`config.mk`:
```
export PLATFORM = sky130hd
export DESIGN_NAME = fifo_rd_ctrl
export DESIGN_NICKNAME = d
export VERILOG_FILES = /design/src/rtl/fifo_pkg.sv /design/src/rtl/gray_counter.sv /design/src/rtl/gray_decoder.sv /design/src/rtl/fifo_rd_ctrl.sv
export SDC_FILE = /design/constraint.sdc
export NUM_CORES = 1
export LEC_CHECK = 0
export ABC_AREA = 1
export ABC_CLOCK_PERIOD_IN_PS = 1810
export CORE_MARGIN = 1.5
export CORE_UTILIZATION = 35
export DETAILED_ROUTE_END_ITERATION = 8
export GPL_TIMING_DRIVEN = 0
export PLACE_DENSITY = 0.67
export SKIP_LAST_GASP = 1
export SLEW_MARGIN = 20
export SYNTH_ARGS = -nofsm -noshare
export SYNTH_HDL_FRONTEND = slang
export SYNTH_SLANG_ARGS = --single-unit
```
`constraint.sdc`:
```
create_clock -name clk_i -period 1.81 [get_ports clk_i]
set_clock_uncertainty 0.1 [all_clocks]
set_input_delay 0.362 -clock clk_i [delete_from_list [all_inputs] [get_ports clk_i]]
set_output_delay 0.362 -clock clk_i [all_outputs]
set_load 0.005 [all_outputs]
```
`src/rtl/fifo_pkg.sv`:
```
// Shared FIFO definitions: pointer width derivation, pointer reset value and
// the synchroniser depth floor used by both FIFO controllers.
package fifo_pkg;

    localparam int SYNC_STAGES_MIN = 2;

    localparam logic [31:0] PTR_RST = '0;

    function automatic int ptr_w(input int addr_width);
        return addr_width + 1;
    endfunction

endpackage

```
`src/rtl/gray_counter.sv`:
```
// Registered gray-code counter with an enable; nextCount is the code the
// counter would hold after one advance.
module gray_counter #(
    parameter int WIDTH = 5
) (
    input  logic             clk_i,
    input  logic             rst_i,
    input  logic             en,
    output logic [WIDTH-1:0] count,
    output logic [WIDTH-1:0] nextCount
);

    logic [WIDTH-1:0] bin;
    logic [WIDTH-1:0] binNext;

    always_comb begin
        bin = '0;
        for (int i = 0; i < WIDTH; i++) begin
            bin[i] = ^(count >> i);
        end
        binNext   = bin + {{(WIDTH-1){1'b0}}, 1'b1};
        nextCount = binNext ^ (binNext >> 1);
    end

    always_ff @(posedge clk_i) begin
        if (rst_i) begin
            count <= '0;
        end else if (en) begin
            count <= nextCount;
        end
    end

endmodule

```
`src/rtl/gray_decoder.sv`:
```
// Combinational gray-to-binary conversion of a WIDTH-bit code.
module gray_decoder #(
    parameter int WIDTH = 5
) (
    input  logic [WIDTH-1:0] gray,
    output logic [WIDTH-1:0] bin
);

    // Binary bit i is the parity of all gray bits at and above i.
    always_comb begin
        bin = '0;
        for (int i = 0; i < WIDTH; i++) begin
            bin[i] = ^(gray >> i);
        end
    end

endmodule

```
`src/rtl/fifo_rd_ctrl.sv`:
```
// Read-side controller of the async FIFO: write-pointer synchroniser, gray read
// pointer, empty/underflow flags. Fill level is built only with FIFO_RD_LEVEL_EN.
module fifo_rd_ctrl
    import fifo_pkg::*;
#(
    parameter int ADDR_WIDTH  = 4,
    parameter int SYNC_STAGES = 2
) (
    input  logic                  clk_i,
    input  logic                  rst_i,
    input  logic [ADDR_WIDTH:0]   wrPtrGray_i,
    input  logic                  rd_en_i,
    output logic                  empty_o,
    output logic [ADDR_WIDTH-1:0] rdAddr_o,
    output logic [ADDR_WIDTH:0]   rdPtrGray_o,
    output logic [ADDR_WIDTH:0]   level_o,
    output logic                  underflow_o
);

    localparam int PTR_W = ptr_w(ADDR_WIDTH);

    if (SYNC_STAGES < SYNC_STAGES_MIN) begin : g_bad_sync
        $error("fifo_rd_ctrl: SYNC_STAGES below minimum");
    end

    // Synchroniser front stages; the empty/level registers act as the final
    // stage, so wrSync is the value entering that stage this edge.
    logic [PTR_W-1:0] wrSync_p [SYNC_STAGES-1];
    logic [PTR_W-1:0] wrSync;

    always_ff @(posedge clk_i) begin
        if (rst_i) begin
            for (int i = 0; i < SYNC_STAGES - 1; i++) begin
                wrSync_p[i] <= PTR_RST[PTR_W-1:0];
            end
        end else begin
            wrSync_p[0] <= wrPtrGray_i;
            for (int i = 1; i < SYNC_STAGES - 1; i++) begin
                wrSync_p[i] <= wrSync_p[i-1];
            end
        end
    end

    assign wrSync = wrSync_p[SYNC_STAGES-2];

    // Read pointer
    logic             advance;
    logic [PTR_W-1:0] rdNextGray;
    logic [PTR_W-1:0] rdNew;
    logic [PTR_W-1:0] rdBin;

    assign advance = rd_en_i & ~empty_o;

    gray_counter #(
        .WIDTH(PTR_W)
    ) u_rd_ptr (
        .clk_i    (clk_i),
        .rst_i    (rst_i),
        .en       (advance),
        .count    (rdPtrGray_o),
        .nextCount(rdNextGray)
    );

    assign rdNew = advance ? rdNextGray : rdPtrGray_o;

    gray_decoder #(
        .WIDTH(PTR_W)
    ) u_rd_dec (
        .gray(rdPtrGray_o),
        .bin (rdBin)
    );

    assign rdAddr_o = rdBin[ADDR_WIDTH-1:0];

    // Flags: empty compares gray codes directly, keeping decoders off this path.
    always_ff @(posedge clk_i) begin
        if (rst_i) begin
            empty_o     <= 1'b1;
            underflow_o <= 1'b0;
        end else begin
            empty_o     <= (rdNew == wrSync);
            underflow_o <= rd_en_i & empty_o;
        end
    end

`ifdef FIFO_RD_LEVEL_EN
    logic [PTR_W-1:0] wrBin;
    logic [PTR_W-1:0] rdNewBin;
    logic [PTR_W-1:0] levelQ;

    gray_decoder #(
        .WIDTH(PTR_W)
    ) u_wr_dec (
        .gray(wrSync),
        .bin (wrBin)
    );

    // The post-read binary pointer is the current one plus the advance bit.
    assign rdNewBin = rdBin + {{(PTR_W-1){1'b0}}, advance};

    always_ff @(posedge clk_i) begin
        if (rst_i) begin
            levelQ <= '0;
        end else begin
            levelQ <= wrBin - rdNewBin;
        end
    end

    assign level_o = levelQ;
`else
    logic unused_rdMsb;

    assign unused_rdMsb = rdBin[PTR_W-1];
    assign level_o      = '0;
`endif

endmodule
```
==> flow_summary.ini <==
[run_status]
status = complete, but fails checks
violations = negative setup slack

[yosys]
synth_top_area_share_pct = 29.22
synth_edf_count = 0
netlist_instances = 139
syn_area_per_cell_um2 = 5.914
synth-async-reset-ratio_pct = 0
ys_seq_area_share_pct = 29.22
ys_types = 16
synth_commonest_cells = nand2_1 (51), inv_1 (18), nand3_1 (18)
synthMostInstantiatedCell = nand2_1
synth.area.top_cells = dfxtp_1 (29%), nand2_1 (23%), nand3_1 (11%)
ys_ff_latch = 12
synth_largest_area_cell = dfxtp_1
synthFlopType = dfxtp_1
ys_warn_count = 0
syn_area_um2 = 822.0

[setup_path]
worst_setup_path_end_kind = flop
r2r_slack_ps = -220
r2r-end = empty_o
crit_path_max_fanout = 6
timing.rr.start = u_rd_ptr.count[2]
cp-startpoint = u_rd_ptr.count[2]
crit_path_end = empty_o
reg2reg_depth = 17
worstSetupStartpointType = flop
arrival_ps = 2140
cp.required_ps = 1920
critical_path_class = reg -> reg

[routing]
viasPerCell = 4.543
antenna_left = 0
vias = 945
dr.pass1.iters = 4
dr.first_iter.drc_count = 15
drc = 0
routed_wirelength_um = 2145
wl_per_cell_um = 10.31

[grt]
grt_pass1_vias = 863
grt-busiest-layer = met2
use_met1_pct = 17.95
grtUsageTotal_pct = 16.74
grt_pass1_wl_um = 3353
grt_max_degree = 11
gr-usage-met3_pct = 3.216
use_met2_pct = 32.05
grt_overflow = 0
antenna_found_initial = 0

[floorplan]
ios = 24
dieHeight_um = 51.47
coreArea_um2 = 2212
rows = 17
die_w_um = 51.47
dieArea_um2 = 2649
initial_utilization_pct = 37.16

[clocking]
clk_pin_slew_ps = 70
cts_buffers = 3
cts_tree = yes
htreeDepth = 1
cts.sinks = 12
cts_max_path_buffers = 2
cts_root_buffer = clkbuf_4
insertion_delay_ps = 260

[sta]
finalCriticalPeriod_ps = 2032
maxSlewViolCount = 0
max_freq_mhz = 492.2
fin_crit_sh_pct = 112.3
hold_violations = 0
rsz0062_at_grt = yes
finalSetupViolCount = 4
fin_ws_ps = -221.7

[placed_design]
gp_congestion = 0.8959
dp_hpwl_um = 1335
place_ws_ps = -398.6
io_buffers = 18
dp_cells = 189

[worst_hold_path]
hp-class = reg -> reg

[power_and_ir_drop]
leakagePower_nw = 0.6746
ir_drop_mv = 0.6478
powerDensity_nw_per_um2 = 1151

[final_layout]
diodes = 0
nets = 191
fill_cells = 239
area_delta_synth_final_pct = 59.82
drive_above_1_share_pct = 36.67
finalNonFillerCells = 208

[job]
maxCapViolations = 0
-- per-stage QoR --
stage / util [%] / total power [mW] / area (µm²) / TNS [ps] / hold slack (ps)
2_1_floorplan: - / 0.8403 / 852.1 / -190.2 / 365.9
3_3_place_gp: 48.25 / 1.063 / 1067 / -705.4 / 377.2
3_5_place_dp: 48.25 / 1.076 / 1067 / -866.9 / 369.8
4_1_cts: 55.60 / 1.374 / 1230 / -418.5 / 382.4
5_1_grt: 59.39 / 1.637 / 1314 / -1034 / 413.0
6_report: 59.39 / 1.513 / 1314 / -383.1 / 377.1
-- cell type report --
class | instances | area (µm²) | area share [%]
clock buffer | 3 | 22.52 | 1.714
inverter | 21 | 86.33 | 6.571
timing repair buffer | 34 | 299.0 | 22.76
buffer | 6 | 41.29 | 3.143
multi-input combinational | 104 | 575.6 | 43.81
tap | 28 | 35.03 | 2.667
sequential | 12 | 254.0 | 19.33
-- cells in the final DEF, fill, tap and decap left out, drive strengths merged --
master	n
clkdlybuf4s50	14
ha	1
nor2	16
a21oi	2
dlygate4sd2	3
dfxtp	12
nand2	58
clkbuf	5
nand3	21
inv	21
xnor2	1
buf	21
conb	5
-- flip-flops by register name, summed over array words and instances, names as in the netlist --
signal          flops
wrSync_p            5
empty_o             1
u_rd_ptr.count      5
underflow_o         1
-- layer usage --
metal	up-vias	wire [µm]
met5	-	0
met4	0	55
met3	6	73
met2	22	1155
met1	422	861
li1	495	-
-- power breakdown --
group	leakage, nW	internal (mW)	total (mW)	switching (mW)
Combinational	0.559	0.488	1.01	0.525
Sequential	0.102	0.302	0.347	0.0443
Clock	0.0138	0.0766	0.153	0.0759
-- timing repair --
action                     in CTS  in global routing
resized for setup              24                 16
setup endpoints to repair       8                  7
setup buffers                  11                  5
pin swaps                      12                 15
hold buffers                    0                  0
gates cloned                    0                  0
-- kinds of logic after synthesis --
family	count (synthesis)	share of synthesized area, %
xor gates and xnor gates	1	1.066
DFF	12	29.22
buffers and inverters	27	14.61
other	1	0.4562
and+or+nand+nor	95	51.45
AOI/OAI and AO/OA	2	1.674
adders and majority gates	1	1.522
-- worst max-delay path, stage by stage, from the launching register on --
cell	delay (ps)
dfxtp_4	400
nand2_2	90
nand3_2	130
nand2_4	90
xnor2_4	170
ha_4	190
nand2_1	70
nand2_2	70
nand3_2	80
nand2_1	70
nand2_1	50
nand2_1	50
nand2_1	40
nor2_1	80
nand2_1	60
nor2_1	80
nand3_1	70
nand2_1	70
-- worst min path at each step --
stage	slack, ps	startpoint	to	cells after the start
floorplan	370	rst_i	empty_o	2
global placement	380	empty_o	underflow_o	2
detailed placement	370	empty_o	underflow_o	2
CTS	380	empty_o	underflow_o	2
global route	410	empty_o	underflow_o	2
finish	380	empty_o	underflow_o	2
Note: power is estimated with default switching activity, not from simulation.
